**config.mk**
```make
export PLATFORM = sky130hd
export DESIGN_NAME = dma_packer_controller
export DESIGN_NICKNAME = d
export VERILOG_FILES = /design/src/rtl/dma_packer_controller.sv
export SDC_FILE = /design/constraint.sdc
export NUM_CORES = 1
export LEC_CHECK = 0
export ABC_AREA = 1
export CORE_MARGIN = 4
export CORE_UTILIZATION = 55
export DETAILED_ROUTE_END_ITERATION = 10
export PLACE_DENSITY = 0.84
export RECOVER_POWER = 50
export SYNTH_ARGS = -nofsm -noshare
export SYNTH_HDL_FRONTEND = slang
export SYNTH_SLANG_ARGS = --single-unit
```
**constraint.sdc**
```tcl
create_clock -name Clk -period 10.7 [get_ports Clk]
set_clock_uncertainty 0.2 [all_clocks]
set_input_delay 1.605 -clock Clk [delete_from_list [all_inputs] [get_ports Clk]]
set_output_delay 1.605 -clock Clk [all_outputs]
set_load 0.01 [all_outputs]
```
**src/rtl/dma_packer_controller.sv**
```systemverilog
// dma_packer_controller
// Moves a programmed number of narrow stream beats to or from a wide word
// memory. RATIO = MEM_W/STREAM_W beats are packed per word, beat 0 in the
// low lane. Handles partial last words, abort, and stream back-pressure.
// Every output is driven straight from a flop.
module dma_packer_controller #(
  parameter int STREAM_W = 8,
  parameter int MEM_W    = 16,
  parameter int ADDR_W   = 25,
  parameter int LEN_W    = 26
) (
  input  logic                Clk,
  input  logic                Reset,
  input  logic                Start,
  input  logic                Direction,
  input  logic                Abort,
  input  logic [ADDR_W-1:0]   Base_Addr,
  input  logic [LEN_W-1:0]    Length,
  output logic                Busy,
  output logic                Done,
  output logic [LEN_W-1:0]    Count,
  input  logic [STREAM_W-1:0] st_in_Data,
  input  logic                st_in_Valid,
  output logic                st_in_Ready,
  output logic [STREAM_W-1:0] st_out_Data,
  output logic                st_out_Valid,
  input  logic                st_out_Ready,
  output logic [ADDR_W-1:0]   mem_Addr,
  output logic [MEM_W-1:0]    mem_Din,
  output logic                mem_Req,
  output logic                mem_WE,
  input  logic [MEM_W-1:0]    mem_Dout,
  input  logic                mem_Ack
);

  localparam int RATIO = MEM_W / STREAM_W;
  localparam int IDX_W = (RATIO > 1) ? $clog2(RATIO) : 1;
  localparam logic [IDX_W-1:0] LAST_IDX = IDX_W'(RATIO - 1);

  localparam logic [2:0] S_IDLE   = 3'd0;
  localparam logic [2:0] S_FILL   = 3'd1;
  localparam logic [2:0] S_WRITE  = 3'd2;
  localparam logic [2:0] S_READ   = 3'd3;
  localparam logic [2:0] S_DRAIN  = 3'd4;
  localparam logic [2:0] S_FINISH = 3'd5;

  // Control and datapath state
  logic [2:0]          state_q, state_d;
  logic [ADDR_W-1:0]   addr_q, addr_d;
  logic [LEN_W-1:0]    len_q, len_d;
  logic [LEN_W-1:0]    count_q, count_d;
  logic [IDX_W-1:0]    idx_q, idx_d;
  logic [MEM_W-1:0]    lane_q, lane_d;
  logic                abort_pend_q, abort_pend_d;

  // Registered outputs
  logic                busy_q, busy_d;
  logic                done_q, done_d;
  logic                mem_req_q, mem_req_d;
  logic                mem_we_q, mem_we_d;
  logic                st_in_ready_q, st_in_ready_d;
  logic                st_out_valid_q, st_out_valid_d;
  logic [STREAM_W-1:0] st_out_data_q, st_out_data_d;
  logic [MEM_W-1:0]    mem_din_q, mem_din_d;

  logic [LEN_W-1:0]    count_inc_s;

  // Pick lane idx out of a packed word; out-of-range indices read as zero.
  function automatic logic [STREAM_W-1:0] lane_get(input logic [MEM_W-1:0] word,
                                                   input logic [IDX_W-1:0] idx);
    logic [STREAM_W-1:0] r;
    r = '0;
    for (int i = 0; i < RATIO; i++) begin
      r = (idx == IDX_W'(i)) ? word[i*STREAM_W +: STREAM_W] : r;
    end
    return r;
  endfunction

  // Replace lane idx of a packed word with beat, leaving other lanes intact.
  function automatic logic [MEM_W-1:0] lane_put(input logic [MEM_W-1:0]    word,
                                                input logic [IDX_W-1:0]    idx,
                                                input logic [STREAM_W-1:0] beat);
    logic [MEM_W-1:0] r;
    r = word;
    for (int i = 0; i < RATIO; i++) begin
      r[i*STREAM_W +: STREAM_W] = (idx == IDX_W'(i)) ? beat : r[i*STREAM_W +: STREAM_W];
    end
    return r;
  endfunction

  assign count_inc_s = count_q + LEN_W'(1);

  // Next-state logic for the transfer FSM and its datapath registers
  always_comb begin
    state_d      = state_q;
    addr_d       = addr_q;
    len_d        = len_q;
    count_d      = count_q;
    idx_d        = idx_q;
    lane_d       = lane_q;
    abort_pend_d = abort_pend_q;

    case (state_q)
      S_IDLE: begin
        // Abort is meaningless here, so a simultaneous Start simply wins.
        if (Start) begin
          addr_d       = Base_Addr;
          len_d        = Length;
          count_d      = '0;
          idx_d        = '0;
          lane_d       = '0;
          abort_pend_d = 1'b0;
          if (Length == '0) begin
            state_d = S_FINISH;
          end else if (Direction) begin
            state_d = S_READ;
          end else begin
            state_d = S_FILL;
          end
        end else begin
          state_d = S_IDLE;
        end
      end

      S_FILL: begin
        if (st_in_Valid && st_in_ready_q) begin
          // An accepted beat is always counted, even alongside Abort.
          lane_d  = lane_put(lane_q, idx_q, st_in_Data);
          count_d = count_inc_s;
          if ((count_inc_s == len_q) || (idx_q == LAST_IDX)) begin
            // A completed word is still written; a pending abort ends
            // the transfer once the write is acknowledged.
            state_d      = S_WRITE;
            idx_d        = '0;
            abort_pend_d = Abort;
          end else if (Abort) begin
            state_d = S_FINISH;
            lane_d  = '0;
            idx_d   = '0;
          end else begin
            idx_d = idx_q + IDX_W'(1);
          end
        end else if (Abort) begin
          // Partial word is discarded.
          state_d = S_FINISH;
          lane_d  = '0;
          idx_d   = '0;
        end else begin
          state_d = S_FILL;
        end
      end

      S_WRITE: begin
        abort_pend_d = abort_pend_q | Abort;
        if (mem_Ack) begin
          addr_d       = addr_q + ADDR_W'(1);
          lane_d       = '0;
          idx_d        = '0;
          abort_pend_d = 1'b0;
          if ((count_q == len_q) || abort_pend_q || Abort) begin
            state_d = S_FINISH;
          end else begin
            state_d = S_FILL;
          end
        end else begin
          state_d = S_WRITE;
        end
      end

      S_READ: begin
        abort_pend_d = abort_pend_q | Abort;
        if (mem_Ack) begin
          idx_d        = '0;
          abort_pend_d = 1'b0;
          if (abort_pend_q || Abort) begin
            state_d = S_FINISH;
            lane_d  = '0;
          end else begin
            state_d = S_DRAIN;
            lane_d  = mem_Dout;
          end
        end else begin
          state_d = S_READ;
        end
      end

      S_DRAIN: begin
        if (st_out_valid_q && st_out_Ready) begin
          count_d = count_inc_s;
          if ((count_inc_s == len_q) || Abort) begin
            state_d = S_FINISH;
            idx_d   = '0;
          end else if (idx_q == LAST_IDX) begin
            state_d = S_READ;
            addr_d  = addr_q + ADDR_W'(1);
            idx_d   = '0;
          end else begin
            idx_d = idx_q + IDX_W'(1);
          end
        end else if (Abort) begin
          state_d = S_FINISH;
          idx_d   = '0;
        end else begin
          state_d = S_DRAIN;
        end
      end

      S_FINISH: begin
        state_d      = S_IDLE;
        abort_pend_d = 1'b0;
      end

      default: begin
        state_d = S_IDLE;
      end
    endcase
  end

  // Output register inputs, derived from the state being entered
  always_comb begin
    busy_d         = (state_d == S_FILL) || (state_d == S_WRITE) ||
                     (state_d == S_READ) || (state_d == S_DRAIN);
    done_d         = (state_q == S_FINISH);
    mem_req_d      = (state_d == S_WRITE) || (state_d == S_READ);
    mem_we_d       = (state_d == S_WRITE);
    st_in_ready_d  = (state_d == S_FILL);
    st_out_valid_d = (state_d == S_DRAIN);

    // Write data is captured once on entry and held until acknowledged.
    if ((state_d == S_WRITE) && (state_q != S_WRITE)) begin
      mem_din_d = lane_d;
    end else begin
      mem_din_d = mem_din_q;
    end

    // Outbound beat follows the lane pointer; stable while stalled.
    if (state_d == S_DRAIN) begin
      st_out_data_d = lane_get(lane_d, idx_d);
    end else begin
      st_out_data_d = st_out_data_q;
    end
  end

  // State and output flops with asynchronous reset
  always_ff @(posedge Clk or posedge Reset) begin
    if (Reset) begin
      state_q        <= S_IDLE;
      addr_q         <= '0;
      len_q          <= '0;
      count_q        <= '0;
      idx_q          <= '0;
      lane_q         <= '0;
      abort_pend_q   <= 1'b0;
      busy_q         <= 1'b0;
      done_q         <= 1'b0;
      mem_req_q      <= 1'b0;
      mem_we_q       <= 1'b0;
      st_in_ready_q  <= 1'b0;
      st_out_valid_q <= 1'b0;
      st_out_data_q  <= '0;
      mem_din_q      <= '0;
    end else begin
      state_q        <= state_d;
      addr_q         <= addr_d;
      len_q          <= len_d;
      count_q        <= count_d;
      idx_q          <= idx_d;
      lane_q         <= lane_d;
      abort_pend_q   <= abort_pend_d;
      busy_q         <= busy_d;
      done_q         <= done_d;
      mem_req_q      <= mem_req_d;
      mem_we_q       <= mem_we_d;
      st_in_ready_q  <= st_in_ready_d;
      st_out_valid_q <= st_out_valid_d;
      st_out_data_q  <= st_out_data_d;
      mem_din_q      <= mem_din_d;
    end
  end

  assign Busy         = busy_q;
  assign Done         = done_q;
  assign Count        = count_q;
  assign st_in_Ready  = st_in_ready_q;
  assign st_out_Data  = st_out_data_q;
  assign st_out_Valid = st_out_valid_q;
  assign mem_Addr     = addr_q;
  assign mem_Din      = mem_din_q;
  assign mem_Req      = mem_req_q;
  assign mem_WE       = mem_we_q;

endmodule

```
Yosys cells after proc, flatten, opt, wreduce, memory -nomap -nowiden
Index checks and enable logic that the tools add are counted.
{"block": "classes", "addsub": 3, "n_mux": 53, "n_reduce_logical": 22, "bitwise_logic": 1, "n_eq_ne": 19}
{"cell": "$mux 16", "count": 8}
{"cell": "$mux 25", "count": 5}
{"cell": "$mux 26", "count": 3}
{"cell": "$pmux 26 s3", "count": 1}
{"cell": "$pmux 25 s3", "count": 1}
{"cell": "$pmux 16 s4", "count": 1}
{"cell": "$eq 26x26->1", "count": 2}
{"cell": "$mux 3", "count": 12}
{"cell": "$add 26x1->26 const B", "count": 1}
{"cell": "$logic_not 26->1", "count": 1}
{"cell": "$add 25x1->25 const B", "count": 1}
{"cell": "$mux 8", "count": 3}
{"cell": "$mux 1", "count": 15}
{"cell": "$pmux 3 s5", "count": 1}
{"cell": "$ne 2x2->1 const B", "count": 7}
{"cell": "$eq 3x2->1 const B", "count": 4}
{"cell": "$eq 3x3->1 const B", "count": 3}
{"cell": "$logic_or 1x1->1", "count": 9}
{"cell": "$pmux 1 s4", "count": 2}
{"cell": "$reduce_and 4->1", "count": 2}
{"cell": "$eq 3x1->1 const B", "count": 2}
{"cell": "$reduce_and 6->1", "count": 1}
{"cell": "$reduce_bool 3->1", "count": 2}
{"cell": "$reduce_bool 4->1", "count": 1}
{"cell": "other kinds (8)", "count": 10}
{"block": "word_totals", "output_inout_bits": 81, "regBits": 128, "in_bits": 83, "elab_cells": 113}

Longest topological paths before layout
{"block": "logic_depth", "word_depth": 10, "ltp_mapped": 22, "mapped_depth_nobuf": 21}

Worst setup path before layout
No wires, ideal clock.
{"block": "synth_timing", "path_type": "input to register", "from": "in st_in_Valid", "to": "reg st_out_data_q[2], in the netlist st_out_Data[2]", "t_arrival_ns": 3.084, "t_required_ns": 10.435, "path_slack_ns": 7.351, "cell_stages": 18, "setup_ns": 0.065, "n_path_buf": 0, "cell_sequence": "nand2_1 > inv_1 > nor2_1 > inv_1 > nand2_1 > inv_1 > nand3_1 > inv_2 > nand2_1 > inv_1 > nand4_1 > nand2_1 > nand2_2 > inv_2 > nor2_1 > nor2_2 > nand2_1 > nand2_1"}
{"block": "synth_via", "elab_chain_cells": 4, "word_cells_on_any_way": 9, "classes_between": "1 x eq/ne; 7 x mux; 1 x reduce/logical"}
{"item": "from (decl)", "line": "23", "rtl": "input logic st_in_Valid,"}
{"item": "$logic_and 1x1->1", "line": "126", "rtl": "if (st_in_Valid && st_in_ready_q) begin"}
{"item": "$mux 1", "line": "126"}
{"item": "$pmux 1 s4", "line": "103", "rtl": "case (state_q)"}
{"item": "named net idx_d", "line": "52", "rtl": "logic [IDX_W-1:0] idx_q, idx_d;"}
{"item": "$mux 8", "line": "74", "rtl": "r = (idx == IDX_W'(i)) ? word[i*STREAM_W +: STREAM_W] : r;"}
{"item": "to (signal assigned)", "line": "276", "rtl": "st_out_data_q <= st_out_data_d;"}
{"item": "to (decl)", "line": "63", "rtl": "logic [STREAM_W-1:0] st_out_data_q, st_out_data_d;"}
The timed path passes the listed nets, and every way through them passes these cells.
A chain may end at the register's enable or synchronous reset.

==> impl_metrics.yaml <==
clocking:
  cts_root_buf: "clkbuf_16"
  htree_levels: 4
  clk_latency_ns: 0.43
  cts_tree: "yes"
  cts_buffers: 17
  cts_resized: 0
  clock_path_buffers: 2
  numClockSinks: 128
  clk_pin_slew_ns: 0.06
  postCtsHoldBufs: 0
  post_cts_buffers: 0
worst_hold_path:
  hold_class: "flip-flop to flip-flop"
worst_setup_path:
  cp-start-kind: "primary input"
  crit_chain: "dlygate4sd3_1 > clkinvlp_2 > clkbuf_1"
  slowest_stage: "clkbuf_1"
  required_ns: 10.28
  crit_fanout: 69
  crit_buf_inv: 3
  endpoint_kind: "async pin"
  crit_type: "primary input to async pin"
  path_delay_family: "buffers and inverters"
  critical_path.max_stage_delay_ns: 2.44
  arrival_ns: 6.37
timing:
  setup_slack_ns: 3.91
  rsz0062_at_grt: "false"
  fin_crit_sh_pct: 63.5
  worstMarginPinSlew_ns: 3.32
  setup_tns_ns: 0
  slew_headroom_pct: -121
  setup_viol: 0
  fmax_ghz: 0.147
  fin_crit_ns: 6.79
  final-hold-violation-count: 0
  slew_viol_final: 174
status:
  status: "complete, but fails checks"
  violations: "capacitance limit, slew limit"
finish:
  synthToLayoutAreaGrowth_pct: 29.1
  utilization_pct: 73.2
  nNetsFinal: 1343
  fillerInstances: 1105
  diodes: 0
  drive_above_1_share_pct: 5.90
synthesis:
  yosys.area.top_type: "dfrtp_1"
  synth_fp_nets: 1195
  yosys-top-cells-count: "386 x nand2_1, 128 x dfrtp_1, 104 x inv_1"
  ys.flop_type: "dfrtp_1"
  ys_warn_count: 0
  synth-edff-count: 0
  synth_area_um2: 7930
  ys_seq_elements: 128
  avgSynthCellArea_um2: 7.14
  syn_inst: 1110
  ys_types: 50
  synth_top_cell_area_share_pct: 40.4
  seq_area_frac_synth_pct: 40.4
  async_reset_ff_share_pct: 100
  synth_most_common_cell: "nand2_1"
  synth_area_leaders: "dfrtp_1 40%, nand2_1 18%, inv_1 4.9%, nor2_1 4.7%, xor2_1 3.8%"
placement:
  preCtsSetupSlack_ns: 5.32
  portBuffers: 163
  gp_congestion: 0.946
  hpwl_um: 17200
global_routing:
  grt_pass1_vias: 7949
  grt_max_degree: 70
  track_usage_pct: 30.7
  grt_pass1_wl_um: 40000
  overflow: 0
  antenna_found_initial: 1
routing:
  first_iter_violations: 791
  drc: 0
  num_vias: 8296
  drt-vias-per-instance: 5.72
  firstDrtPassIters: 6
  wl_per_cell_um: 17.0
  postRouteAntennaNets: 0
  routed_wl_um: 24600
floorplan:
  rows: 43
  die-width_um: 128
  die_h_um: 128
  die_area_um2: 16400
  ios: 164
  initial_core_util_pct: 56.7
  core_region_area_um2: 14000
power_and_ir_drop:
  peakVddDrop_v: 0.000177
  p_leak_nw: 5.00
  pwr_density_cell_nw_per_um2: 273
run:
  cap_violations: 3
[metal layers]
metal	global-route usage [%]	wire length, um	vias up
met3	8.79	2770	38
met2	46.7	11000	470
met1	42.8	10400	3890
met5	0	7	-
met4	9.24	407	2
li1	-	-	3896
[path summary, 6_finish.rpt]
kind | startpoint | endpoint | slack (ns) | cells past startpoint
setup / recovery | Reset | mem_Din[1] | 3.91 | 3
hold / removal | mem_Din[11] | mem_Din[11] | 0.27 | 2
setup reg to reg | state_q[1] | st_out_Data[0] | 5.22 | 15
hold reg to reg | mem_Din[11] | mem_Din[11] | 0.27 | 2
max in group Clk | Start | st_out_Data[0] | 4.44 | 13
min in group asynchronous | Reset | len_q[5] | 2.30 | 2
[power by group]
part	internal (mW)	switching, mW	total [mW]	leakage (nW)
Combinational	0.485	0.831	1.32	3.05
Sequential	0.665	0.184	0.849	1.64
Clock	0.403	0.225	0.628	0.303
[registers in the layout (all words and copies together), names as in the netlist]
register / count
Count: 26
lane_q: 16
Done: 1
mem_Din: 16
st_out_Data: 8
state_q: 3
len_q: 26
st_in_Ready: 1
idx_q: 1
st_out_Valid: 1
mem_Req: 1
Busy: 1
abort_pend_q: 1
mem_WE: 1
mem_Addr: 25
[metrics by stage]
| step | hold WS [ns] | total power, mW | area, um2 | std cells |
|---|---|---|---|---|
| 5_1_grt | 0.294 | 2.99 | 10200 | 1451 |
| 6_report | 0.271 | 2.79 | 10200 | 1451 |
| 3_3_place_gp | 0.264 | 2.13 | 9660 | 1419 |
| 2_1_floorplan | 0.252 | 1.70 | 7930 | 1110 |
| 4_1_cts | 0.281 | 2.82 | 10300 | 1451 |
| 3_5_place_dp | 0.264 | 2.16 | 9660 | 1419 |
[cell families after synthesis]
family	after synthesis	share of synthesized area [%]
AOI/OAI and AO/OA	158	12.4
xor gates and xnor gates	44	4.86
adders and majority gates	2	0.316
buffers and inverters	148	7.26
DFF	128	40.4
and+or+nand+nor	630	34.8
[layout make-up]
class	instances	area, um2	area share [%]
clock buffer	20	457	4.46
clock inverter	12	183	1.78
inverter	111	418	4.08
multi-input combinational	834	4100	40.1
sequential	128	3200	31.3
tap	180	225	2.20
timing repair buffer	166	1650	16.1
[cells in the final DEF (no fill, tap or decap), types with 7 or more instances in the layout]
| cell type | Yosys | routed |
|---|---|---|
| dfrtp_1 | 128 | 128 |
| a21oi_1 | 31 | 31 |
| o21ai_0 | 59 | 59 |
| nor4_1 | 10 | 10 |
| nand3_1 | 56 | 59 |
| nand4_1 | 12 | 12 |
| nor3_1 | 15 | 15 |
| a31oi_1 | 10 | 10 |
| a221oi_1 | 16 | 16 |
| inv_1 | 104 | 103 |
| dlygate4sd3_1 | 0 | 83 |
| clkbuf_16 | 0 | 17 |
| xnor2_1 | 10 | 10 |
| nand2_1 | 386 | 387 |
| nor2_1 | 100 | 102 |
| xor2_1 | 34 | 34 |
| nand3b_1 | 7 | 7 |
| o211ai_1 | 11 | 11 |
| or2_2 | 7 | 7 |
| o22ai_1 | 10 | 10 |
| clkdlybuf4s50_1 | 0 | 80 |
[worst min-delay path, cell delays in order (launching register included)]
cell     delay [ns]
dfrtp_1        0.34
nand2_1        0.05
nand2_1        0.05
Power figures use the tool's default switching activity.
